<file path="src/rtl/mixer_pwm_dac.sv">
// Mixes CHANNELS voice samples with per-channel volume via a serial MAC FSM and drives a 1-bit
// audio pin with frame-synchronous PWM or a first-order sigma-delta modulator.
module mixer_pwm_dac #(
  parameter int CHANNELS = 4,
  parameter int SW       = 4,
  parameter int VW       = 2,
  parameter int OW       = 6,
  parameter int SHIFT    = 2
) (
  input  logic                   clock,
  input  logic                   reset,
  input  logic                   sample_ena,
  input  logic [CHANNELS*SW-1:0] samples,
  input  logic [CHANNELS*VW-1:0] volumes,
  input  logic                   pwm_ena,
  input  logic                   mode,
  output logic [OW-1:0]          mix_out,
  output logic                   mix_valid,
  output logic                   busy,
  output logic                   overrun,
  output logic                   pwm
);

  localparam int AW   = SW + VW + $clog2(CHANNELS) + (((CHANNELS & (CHANNELS - 1)) == 0) ? 1 : 0);
  localparam int IW   = (CHANNELS > 1) ? $clog2(CHANNELS) : 1;
  localparam int MW   = AW + OW;
  localparam int MAXV = (1 << OW) - 1;

  typedef enum logic [1:0] {IDLE, ACCUM, SCALE} state_t;

  state_t                       state, state_nxt;
  logic [CHANNELS-1:0][SW-1:0]  sh_s;
  logic [CHANNELS-1:0][VW-1:0]  sh_v;
  logic [IW-1:0]                idx;
  logic [AW-1:0]                acc;
  logic [SW+VW-1:0]             prod;
  logic [MW-1:0]                m_w;
  logic [OW-1:0]                m_sat;

  assign prod  = (SW+VW)'(sh_s[idx]) * (SW+VW)'(sh_v[idx]);
  // widened so the saturation compare is valid even when AW < OW
  assign m_w   = MW'(acc) >> SHIFT;
  assign m_sat = (m_w > MW'(MAXV)) ? OW'(MAXV) : m_w[OW-1:0];
  assign busy  = (state != IDLE);

  always_comb begin
    state_nxt = state;
    case (state)
      IDLE:    if (sample_ena) state_nxt = ACCUM;
      ACCUM:   if (idx == IW'(CHANNELS - 1)) state_nxt = SCALE;
      SCALE:   state_nxt = IDLE;
      default: state_nxt = IDLE;
    endcase
  end

  always_ff @(posedge clock) begin
    if (reset) begin
      state     <= IDLE;
      sh_s      <= '0;
      sh_v      <= '0;
      idx       <= '0;
      acc       <= '0;
      mix_out   <= '0;
      mix_valid <= 1'b0;
      overrun   <= 1'b0;
    end else begin
      state     <= state_nxt;
      mix_valid <= 1'b0;
      overrun   <= sample_ena && (state != IDLE);
      case (state)
        IDLE: if (sample_ena) begin
          sh_s <= samples;
          sh_v <= volumes;
          acc  <= '0;
          idx  <= '0;
        end
        ACCUM: begin
          acc <= acc + AW'(prod);
          idx <= idx + 1'b1;
        end
        SCALE: begin
          mix_out   <= m_sat;
          mix_valid <= 1'b1;
        end
        default: ;
      endcase
    end
  end

  logic [OW-1:0] cnt, sd, level;
  logic          mode_q;
  logic [OW:0]   sd_sum;

  assign sd_sum = {1'b0, sd} + {1'b0, level};

  always_ff @(posedge clock) begin
    if (reset) begin
      cnt    <= '0;
      sd     <= '0;
      level  <= '0;
      mode_q <= 1'b0;
      pwm    <= 1'b0;
    end else begin
      if (mode_q && mix_valid) level <= mix_out;
      if (pwm_ena) begin
        if (!mode_q) begin
          pwm <= (cnt < level);
          cnt <= cnt + 1'b1;
          // frame boundary: only here may level/mode change, so frames are never torn
          if (cnt == OW'(MAXV)) begin
            level  <= mix_out;
            mode_q <= mode;
            if (mode) sd <= '0;
          end
        end else begin
          pwm <= sd_sum[OW];
          sd  <= sd_sum[OW-1:0];
          if (sd_sum[OW] || level == '0) begin
            mode_q <= mode;
            if (!mode) cnt <= '0;
          end
        end
      end
    end
  end

endmodule
</file>
<file path="config.mk">
export PLATFORM = sky130hd
export DESIGN_NAME = mixer_pwm_dac
export DESIGN_NICKNAME = d
export VERILOG_FILES = /design/src/rtl/mixer_pwm_dac.sv
export SDC_FILE = /design/constraint.sdc
export NUM_CORES = 1
export LEC_CHECK = 0
export CAP_MARGIN = 20
export CORE_AREA = 2 2 85 79
export CTS_CLUSTER_SIZE = 12
export DETAILED_ROUTE_END_ITERATION = 10
export DIE_AREA = 0 0 87 81
export GPL_TIMING_DRIVEN = 0
export PLACE_DENSITY_LB_ADDON = 0.12
export SYNTH_ARGS = -nofsm -noshare
export SYNTH_HDL_FRONTEND = slang
export SYNTH_SLANG_ARGS = --single-unit
</file>
<file path="constraint.sdc">
create_clock -name clock -period 3.9 [get_ports clock]
set_input_delay 0.585 -clock clock [delete_from_list [all_inputs] [get_ports clock]]
set_output_delay 0.585 -clock clock [all_outputs]
set_load 0.05 [all_outputs]
</file>
==> results of run 1 <==
==> kinds of logic after synthesis <==
kind of cell	after synthesis	synth area share [%]
fa+ha+maj	25	10.6
buf+inv	39	4.60
simple gates	146	20.3
flops	65	39.2
xor+xnor	5	1.32
compound gates	91	17.6
mux	14	6.48
==> final timing paths <==
path	startpoint	to	slack (ps)
worst max-delay path	idx[0]	acc[8]	630
worst min-delay path	sh_s[5]	sh_s[5]	450
worst max register to register	idx[0]	acc[8]	630
worst min register to register	sh_s[5]	sh_s[5]	450
==> layer usage <==
| metal | share of wire (%) | up-vias | global-route usage, % |
|---|---|---|---|
| li1 | - | 1456 | - |
| met1 | 50 | 1337 | 35.7 |
| met2 | 42 | 72 | 34.0 |
| met3 | 6.3 | 15 | 7.01 |
| met4 | 1.5 | 0 | 7.03 |
| met5 | 0 | - | 0 |
==> critical path, cell delays in order, from the launching register on <==
cell      delay [ps]
dfxtp_1          340
buf_2            260
mux4_2           600
nand2_1          120
fa_1             410
inv_1            110
ha_1             250
a211o_1          320
a211oi_1         430
o311ai_0         200
a21oi_1          150
==> state kept, by name, indices dropped and copies added (netlist names) <==
signal,cells
sd,6
idx,2
pwm,1
level,6
mix_out,6
overrun,1
cnt,6
state,2
acc,9
sh_v,8
mix_valid,1
mode_q,1
sh_s,16
==> stage by stage <==
stage | worst slack [ps] | total power [uW] | hold WS, ps | area, um2 | utilization, %
6_report | 631 | 1540 | 455 | 4040 | 64.4
5_1_grt | 415 | 1600 | 480 | 4040 | 64.4
3_3_place_gp | 717 | 854 | 439 | 3790 | 60.5
2_1_floorplan | 1010 | 794 | 433 | 3320 | -
3_5_place_dp | 677 | 857 | 445 | 3790 | 60.5
4_1_cts | 636 | 1550 | 456 | 4040 | 64.4
==> placed cells by master, fill, tap and decap left out, types with 2 or more instances in the layout <==
| cell | count |
|---|---|
| nand2b_1 | 3 |
| a211oi_1 | 10 |
| xnor2_1 | 2 |
| nor3b_1 | 2 |
| bufinv_16 | 3 |
| fa_1 | 5 |
| a21oi_1 | 42 |
| and3_1 | 5 |
| clkbuf_1 | 14 |
| mux2i_1 | 8 |
| a211o_1 | 2 |
| nor4b_1 | 2 |
| xor2_1 | 3 |
| o311ai_0 | 2 |
| clkdlybuf4s50_1 | 38 |
| nand2_1 | 67 |
| dfxtp_1 | 65 |
| nand3_1 | 11 |
| a32oi_1 | 4 |
| clkbuf_8 | 9 |
| a21o_1 | 5 |
| mux4_2 | 6 |
| nor2_1 | 33 |
| or4_1 | 2 |
| clkinvlp_4 | 2 |
| nor3_1 | 3 |
| o211ai_1 | 2 |
| a32o_1 | 3 |
| nand4b_1 | 2 |
| ha_1 | 20 |
| o21a_1 | 4 |
| inv_1 | 19 |
| a31oi_1 | 3 |
| buf_2 | 5 |
| nor2b_1 | 5 |
| and2_1 | 5 |
| o21ai_0 | 6 |
==> report_power, final <==
| group | internal, uW | leakage, uW | switching, uW |
|---|---|---|---|
| clock | 424 | 0.000115 | 277 |
| combinational | 64.6 | 0.000976 | 81.5 |
| sequential | 684 | 0.000528 | 12.4 |
==> layout make-up <==
cell class                      instances  area, um2
Fill cell                             550       2230
Timing Repair Buffer                   38        380
Clock buffer                            9        124
Buffer                                 20       81.3
Tap cell                               75       93.8
Sequential cell                        65       1300
Multi-Input combinational cell        281       1870
Clock inverter                          7        119
Inverter                               19       71.3
==> out/summary.txt, run 1 <==
Top cell types by occurrence after synthesis: nand2_1 (67), dfxtp_1 (65), a21oi_1 (42), nor2_1 (33), ha_1 (20)
Clk slew on worst S/H paths: 70 ps
IO Count: 39
Reg2reg path depth: 10
Gate Count Post-Synth: 385
Initial antenna violation count: 0
Row cnt: 28
Die area: 7050 um2
Worst slew pin tran: 853 ps
First-pass GRT wire length: 13.0 mm
Yosys warning count: 0
Worst hold path class: register to register
Outcome: finished, final reports clean
Synth top area share: 39.2%
Drt wl/cell: 15.3 um
Share of cells above drive strength 1: 6.83%
Post-Synthesis Net Count: 439
Core ar.: 6270 um2
CTS root buffer: clkbuf_8
TritonRoute pass-1 iters: 4
DR vias: 2880
Hold Path Cell Cnt: 2
Dpl cells: 498
Ys async rst share: 0%
Crit Path Class: register to register
Final GP Congestion: 0.865
Die width: 87 um
Final std cells w/o fill: 514
Port bufs: 38
Post-CTS Setup Bufs: 0
Setup_tns: 0 ps
Clock Path Buffers: 2
Layout area overhead: 21.6%
Count leader, synth: nand2_1
TritonCTS clock tree: built
Pin count of the biggest net entering global routing: 13
Final period utilization: 83.8%
Post-CTS resize count: 0
Clk_lat worst skew: 350 ps
Total grt overflow: 0
Number of synthesized flops with an enable pin: 0
Syn_area_per_cell: 8.63 um2
Pwr Density: 382 nW/um2
Vias per cell: 5.60
CP Launch Type: register
CTS sink cnt: 65
Die Y: 81 um
Endpoints failing setup: 0
Max Clk Rate: 306 MHz
Maximum fanout along the worst path: 8
LEAKAGE: 0.00162 uW
Number of library cell types mapped by synthesis: 48
Num CTS Buffers: 9
Fin. Hold Viols: 0
Post-CTS Hold Buffers: 0
Mapped Area: 3320 um2
Nets: 488
Register bit total from synthesis: 65
Post-route ant nets: 0
# DRC: 0
CP endpoint kind: register
Register area share after synthesis: 39.2%
Synth area leader: dfxtp_1
Main synth FF type: dfxtp_1
Post-layout min period: 3270 ps
Antenna diodes: 0
Iteration-0 DRC Markers: 145
Initial Util: 53.0%
Normalized max-slew margin: 42.9%
Peak supply drop: 270 uV
Worst Path Arrival: 3550 ps
WL final: 7.84 mm
Post-DP HPWL: 5.69 mm
Worst Skew: 7.08 ps
Gr usage total: 24.2%
Worst Path Required: 4180 ps
Max_cap viols: 0
Vias in the first global route: 2677
Final Max Tran Viols: 0
Ranking of synthesized cells by area: dfxtp_1 (39%), nand2_1 (7.6%), ha_1 (7.5%), a21oi_1 (6.3%), mux4_2 (4.1%)
H-tree depth: 3
RSZ-0062 raised after global routing: no
Note: power is estimated with default switching activity, not from simulation.
==> run 2, diff against run 1 <==
==> constraint.sdc (replaced) <==
create_clock -name clock -period 3.4 [get_ports clock]
set_input_delay 0.51 -clock clock [delete_from_list [all_inputs] [get_ports clock]]
set_output_delay 0.51 -clock clock [all_outputs]
set_load 0.05 [all_outputs]
==> out/summary.txt, run 2 (synthesized netlist as in run 1, its figures left out) <==
Outcome: finished, final reports clean
Share of cells above drive strength 1: 7.06%
Hold WS: 456 ps
Layout area overhead: 21.7%
Crit Path Class: register to register
Post-CTS Hold Buffers: 0
Multi-input logic area: 1870 um2
Worst Hold End: sh_v[5]
Seq pwr share: 45.1%
TritonCTS clock tree: built
Worst Path Arrival: 3450 ps
Clock Path Buffers: 2
Dpl cells: 498
WL final: 7.83 mm
Max_cap viols: 0
Row cnt: 28
Max reg flops: 16
DR vias: 2890
Setup ws final: 229 ps
Post-route ant nets: 0
Gr usage total: 24.2%
TritonRoute pass-1 iters: 4
Worst hold path class: register to register
Hold Path Cell Cnt: 2
Pin count of the biggest net entering global routing: 13
Vias per cell: 5.62
Fin. Hold Viols: 0
Die area: 7050 um2
Largest regs: sh_s x16, acc x9, sh_v x8
Pwr Density: 438 nW/um2
Total grt overflow: 0
Maximum fanout along the worst path: 8
Core ar.: 6270 um2
Clock share of power: 45.5%
Drt wl/cell: 15.2 um
Logic pwr share: 9.4%
Final GP Congestion: 0.865
Normalized max-slew margin: 43.0%
Clk_lat worst skew: 350 ps
H-tree depth: 3
Reg2reg path depth: 10
Worst Path Required: 3680 ps
Final period utilization: 93.3%
Num CTS Buffers: 9
R2R Setup Slk: 230 ps
Dpl ws: 177 ps
Worst slew pin tran: 851 ps
NetSw: 427 uW
Worst Skew: 6.83 ps
R2R Path Start: idx[0]
Die Y: 81 um
# DRC: 0
R2r endpoint: acc[6]
Worst hold start: sh_v[5]
Antenna diodes: 0
Filler cells: 551
IO Count: 39
Setup_tns: 0 ps
Max Clk Rate: 315 MHz
CP endpoint kind: register
First-pass GRT wire length: 13.0 mm
RSZ-0062 raised after global routing: no
Setup crit start: idx[0]
Most frequent cells in the layout: nand2_1 (67), dfxtp_1 (65), a21oi_1 (42)
Final std cells w/o fill: 514
CTS root buffer: clkbuf_8
Total power: 1770 uW
Post-layout min period: 3170 ps
Post-CTS Setup Bufs: 0
Endpoints failing setup: 0
CP Launch Type: register
Biggest register: sh_s
LEAKAGE: 0.00162 uW
Nets: 488
Port bufs: 38
Iteration-0 DRC Markers: 194
Vias in the first global route: 2677
Sw Share: 24.1%
Initial Util: 53.0%
Most common cell after layout, fill and taps aside: nand2_1
Post-DP HPWL: 5.69 mm
Register Area: 1300 um2
Final Max Tran Viols: 0
Initial antenna violation count: 0
Die width: 87 um
Peak supply drop: 310 uV
Clk slew on worst S/H paths: 70 ps
Int Power: 1340 uW
CTS sink cnt: 65
==> run 2: final cells by class <==
cell class / count / share of cell area [%]
flip-flops and latches: 65 / 32.2
well taps: 75 / 2.32
clock inverters: 7 / 2.94
plain buffers: 20 / 2.01
repair buffers: 38 / 9.41
clock buffers: 9 / 3.06
multi-input cells: 281 / 46.3
inverters: 19 / 1.76
==> run 2: through the flow <==
stage / util (%) / instance area, um2
floorplan: - / 3320
global placement: 60.5 / 3790
detailed placement: 60.5 / 3790
CTS: 64.4 / 4040
global route: 64.5 / 4040
finish: 64.5 / 4040
==> run 2: repair_timing <==
action                     CTS  global route
resized for setup            0             1
hold endpoints to repair     0             0
setup endpoints to repair    0             2
==> run 2: power groups by stage <==
stage	Clock [uW]	Sequential [uW]	Combinational, uW
final	806	799	167
after global routing	850	803	187
after CTS	815	799	168
after floorplan	0	815	96.1
after detailed placement	0	816	166
after global placement	0	815	164
==> run 2: critical path, stage by stage, from the launching register on <==
cell,delay (ps)
dfxtp_1,340
buf_2,260
mux4_2,600
nand2_1,120
fa_1,410
inv_1,110
ha_1,250
a211o_1,330
a211oi_2,300
o311ai_0,210
a21oi_1,150
==> run 2: how the worst max path moves through the flow <==
stage / end / depth (start not counted)
global route: acc[8] / 10
finish: acc[6] / 10
global placement: acc[6] / 10
floorplan: acc[8] / 10
CTS: acc[6] / 10
detailed placement: acc[8] / 10
==> run 2: layer usage <==
layer	part of all wire (%)	vias up	GRT usage, %
li1	-	1454	-
met1	49	1328	35.7
met2	42	91	34.0
met3	6.2	17	7.01
met4	1.8	0	7.03
met5	0	-	0
==> run 3, diff against run 2 <==
--- a/config.mk
+++ b/config.mk
@@ -5,6 +5,7 @@
 export SDC_FILE = /design/constraint.sdc
 export NUM_CORES = 1
 export LEC_CHECK = 0
+export ABC_AREA = 1
 export CAP_MARGIN = 20
 export CORE_AREA = 2 2 85 79
 export CTS_CLUSTER_SIZE = 12
@@ -12,6 +13,7 @@
 export DIE_AREA = 0 0 87 81
 export GPL_TIMING_DRIVEN = 0
 export PLACE_DENSITY_LB_ADDON = 0.12
+export REMOVE_ABC_BUFFERS = 1
 export SYNTH_ARGS = -nofsm -noshare
 export SYNTH_HDL_FRONTEND = slang
 export SYNTH_SLANG_ARGS = --single-unit
==> out/summary.txt, run 3 <==
Yosys warning count: 0
H-tree depth: 3
Clock Path Buffers: 2
# DRC: 0
Crit path buffers/inverters: 2
Worst slew pin tran: 1000 ps
Normalized max-slew margin: 33.1%
Port bufs: 38
Outcome: finished, final reports clean
Maximum fanout along the worst path: 14
Crit Path Class: register to register
Final GP Congestion: 0.840
WL met1: 3.38 mm
RSZ-0062 raised after global routing: no
Mapped Area: 3360 um2
Post-synthesis xor/xnor area fraction: 0.521%
Max Clk Rate: 332 MHz
Worst hold path class: register to register
Synth Area in Simple Gates: 25.7%
CTS sink cnt: 65
Main synth FF type: dfxtp_1
Biggest register: sh_s
Final period utilization: 88.7%
Num CTS Buffers: 9
Mux share of post-synthesis cell area: 0%
CTS root buffer: clkbuf_8
Setup ws final: 384 ps
Count leader, synth: nor2_1
CP Launch Type: register
Row cnt: 28
DR top layer: met4
TritonCTS clock tree: built
Gate Count Post-Synth: 459
Met2 WL: 3.55 mm
Vias per cell: 5.21
CP max stage delay: 520 ps
Setup_tns: 0 ps
Fin. Hold Viols: 0
Total grt overflow: 0
Initial antenna violation count: 0
Share of cells above drive strength 1: 7.20%
Synth area leader: dfxtp_1
Clk_lat worst skew: 340 ps
Ys async rst share: 0%
Post-route ant nets: 0
Max reg flops: 16
Largest family of logic cells by synthesized area: simple AND/OR/NAND/NOR gates
DR vias: 2994
First-pass GRT wire length: 12.3 mm
Drt wl/cell: 12.6 um
IO Count: 39
Pwr Density: 410 nW/um2
R2R Setup Slk: 380 ps
Core ar.: 6270 um2
Worst Skew: 6.18 ps
Hold WS: 461 ps
WL final: 7.27 mm
Die Y: 81 um
Post-DP HPWL: 5.18 mm
Slowest stage cell, crit path: fa_1
Clk slew on worst S/H paths: 70 ps
Register bit total from synthesis: 65
Syn_area_per_cell: 7.32 um2
Compound-Gate Fraction of Synth Area: 17.3%
Die area: 7050 um2
Max_cap viols: 0
Vias in the first global route: 2792
LEAKAGE: 0.00175 uW
Worst Path Arrival: 3260 ps
Peak supply drop: 291 uV
Number of library cell types mapped by synthesis: 33
TritonRoute pass-1 iters: 4
Worst-path cell chain: clkinvlp_4 > nor2_1 > o22ai_1 > nand2_1 > fa_1 > inv_1 > ha_1 > fa_1 > nand3_1 > nand2_1 > nand2_1 > nand2_1 > nand2_1 > o21ai_0 > nand2_1 > nor2_1
Dpl ws: 166 ps
Register area share after synthesis: 38.7%
Ranking of synthesized cells by area: dfxtp_1 (39%), nor2_1 (11%), o21ai_0 (8.6%), ha_1 (7.4%), nand2_1 (6.7%)
Dpl cells: 558
Die width: 87 um
Cell with the most instances on the worst path: nand2_1
Post-layout min period: 3020 ps
Antenna diodes: 0
Initial Util: 53.6%
Gr usage total: 22.4%
Largest regs: sh_s x16, acc x9, sh_v x8
Most frequent cells in the layout: nor2_1 (95), dfxtp_1 (64), nand2_1 (60)
Met3 wire length: 264 um
Adder-Cell Fraction of Synth Area: 10.4%
Most common cell after layout, fill and taps aside: nor2_1
Nets: 549
Endpoints failing setup: 0
Synth top area share: 38.7%
Layout area overhead: 18.1%
Iteration-0 DRC Markers: 134
Worst Path Required: 3640 ps
Pin count of the biggest net entering global routing: 43
CP endpoint kind: register
Worst path top cell family by delay: adder cells
Final std cells w/o fill: 575
Final Max Tran Viols: 0
Top cell types by occurrence after synthesis: nor2_1 (95), dfxtp_1 (65), nand2_1 (60), o21ai_0 (58), inv_1 (40)
Number of synthesized flops with an enable pin: 0
run 3: changes by cell type after synthesis, moves of 7 or more:
cell      previous run  this run
mux2i_1              8         0
a211oi_1            10         1
nand3_1             11        22
clkbuf_1            14         6
nor2_1              33        95
o21ai_0              6        58
inv_1               19        40
nand2_1             67        60
run 3: layout make-up:
class | count | area [um2]
Inverter | 45 | 173
Tap cell | 75 | 93.8
Clock buffer | 11 | 151
Timing Repair Buffer | 39 | 408
Fill cell | 583 | 2300
Multi-Input combinational cell | 335 | 1810
Sequential cell | 65 | 1300
Clock inverter | 5 | 30.0
run 3: where the power goes:
part | switching, uW | leakage (uW) | internal, uW
clock | 292 | 0.0000911 | 300
combinational | 129 | 0.00112 | 89.4
sequential | 22.7 | 0.000531 | 795
total | 444 | 0.00175 | 1180
run 3: worst paths after layout:
kind	from	endpoint	cells after the start
hold / removal	acc[3]	acc[3]	2
setup / recovery	idx[0]	acc[7]	16
hold reg to reg	acc[3]	acc[3]	2
setup reg to reg	idx[0]	acc[7]	16
run 3: cells by family after synthesis:
family	count (synthesis)
and+or+nand+nor	197
AOI/OAI and AO/OA	111
adders and majority gates	25
DFF	65
buffers and inverters	59
xor gates and xnor gates	2
run 3: worst min-delay path: cells and delay by family, from the launching register on:
| family | cells | cell delay (ps) |
|---|---|---|
| AND/OR/NAND/NOR | 1 | 60 |
| AO/OA/AOI/OAI | 1 | 50 |
| flip-flops | 1 | 310 |
run 3: metal layers:
| metal | vias up | global-route usage [%] |
|---|---|---|
| met1 | 1353 | 26.6 |
| met4 | 0 | 6.56 |
| li1 | 1580 | - |
| met3 | 10 | 6.40 |
| met2 | 51 | 39.2 |
| met5 | - | 0 |
run 3: per-stage QoR:
step / util, % / total power (uW) / instance area (um2)
floorplan: - / 964 / 3280
global placement: 59.9 / 1040 / 3750
detailed placement: 59.9 / 1050 / 3750
CTS: 62.8 / 1640 / 3940
global route: 63.3 / 1720 / 3970
finish: 63.3 / 1630 / 3970
run 3: what timing repair did:
item	CTS	global route
setup buffers	0	0
gates resized for setup	0	2
hold buffers	0	0
setup endpoints to repair	0	2
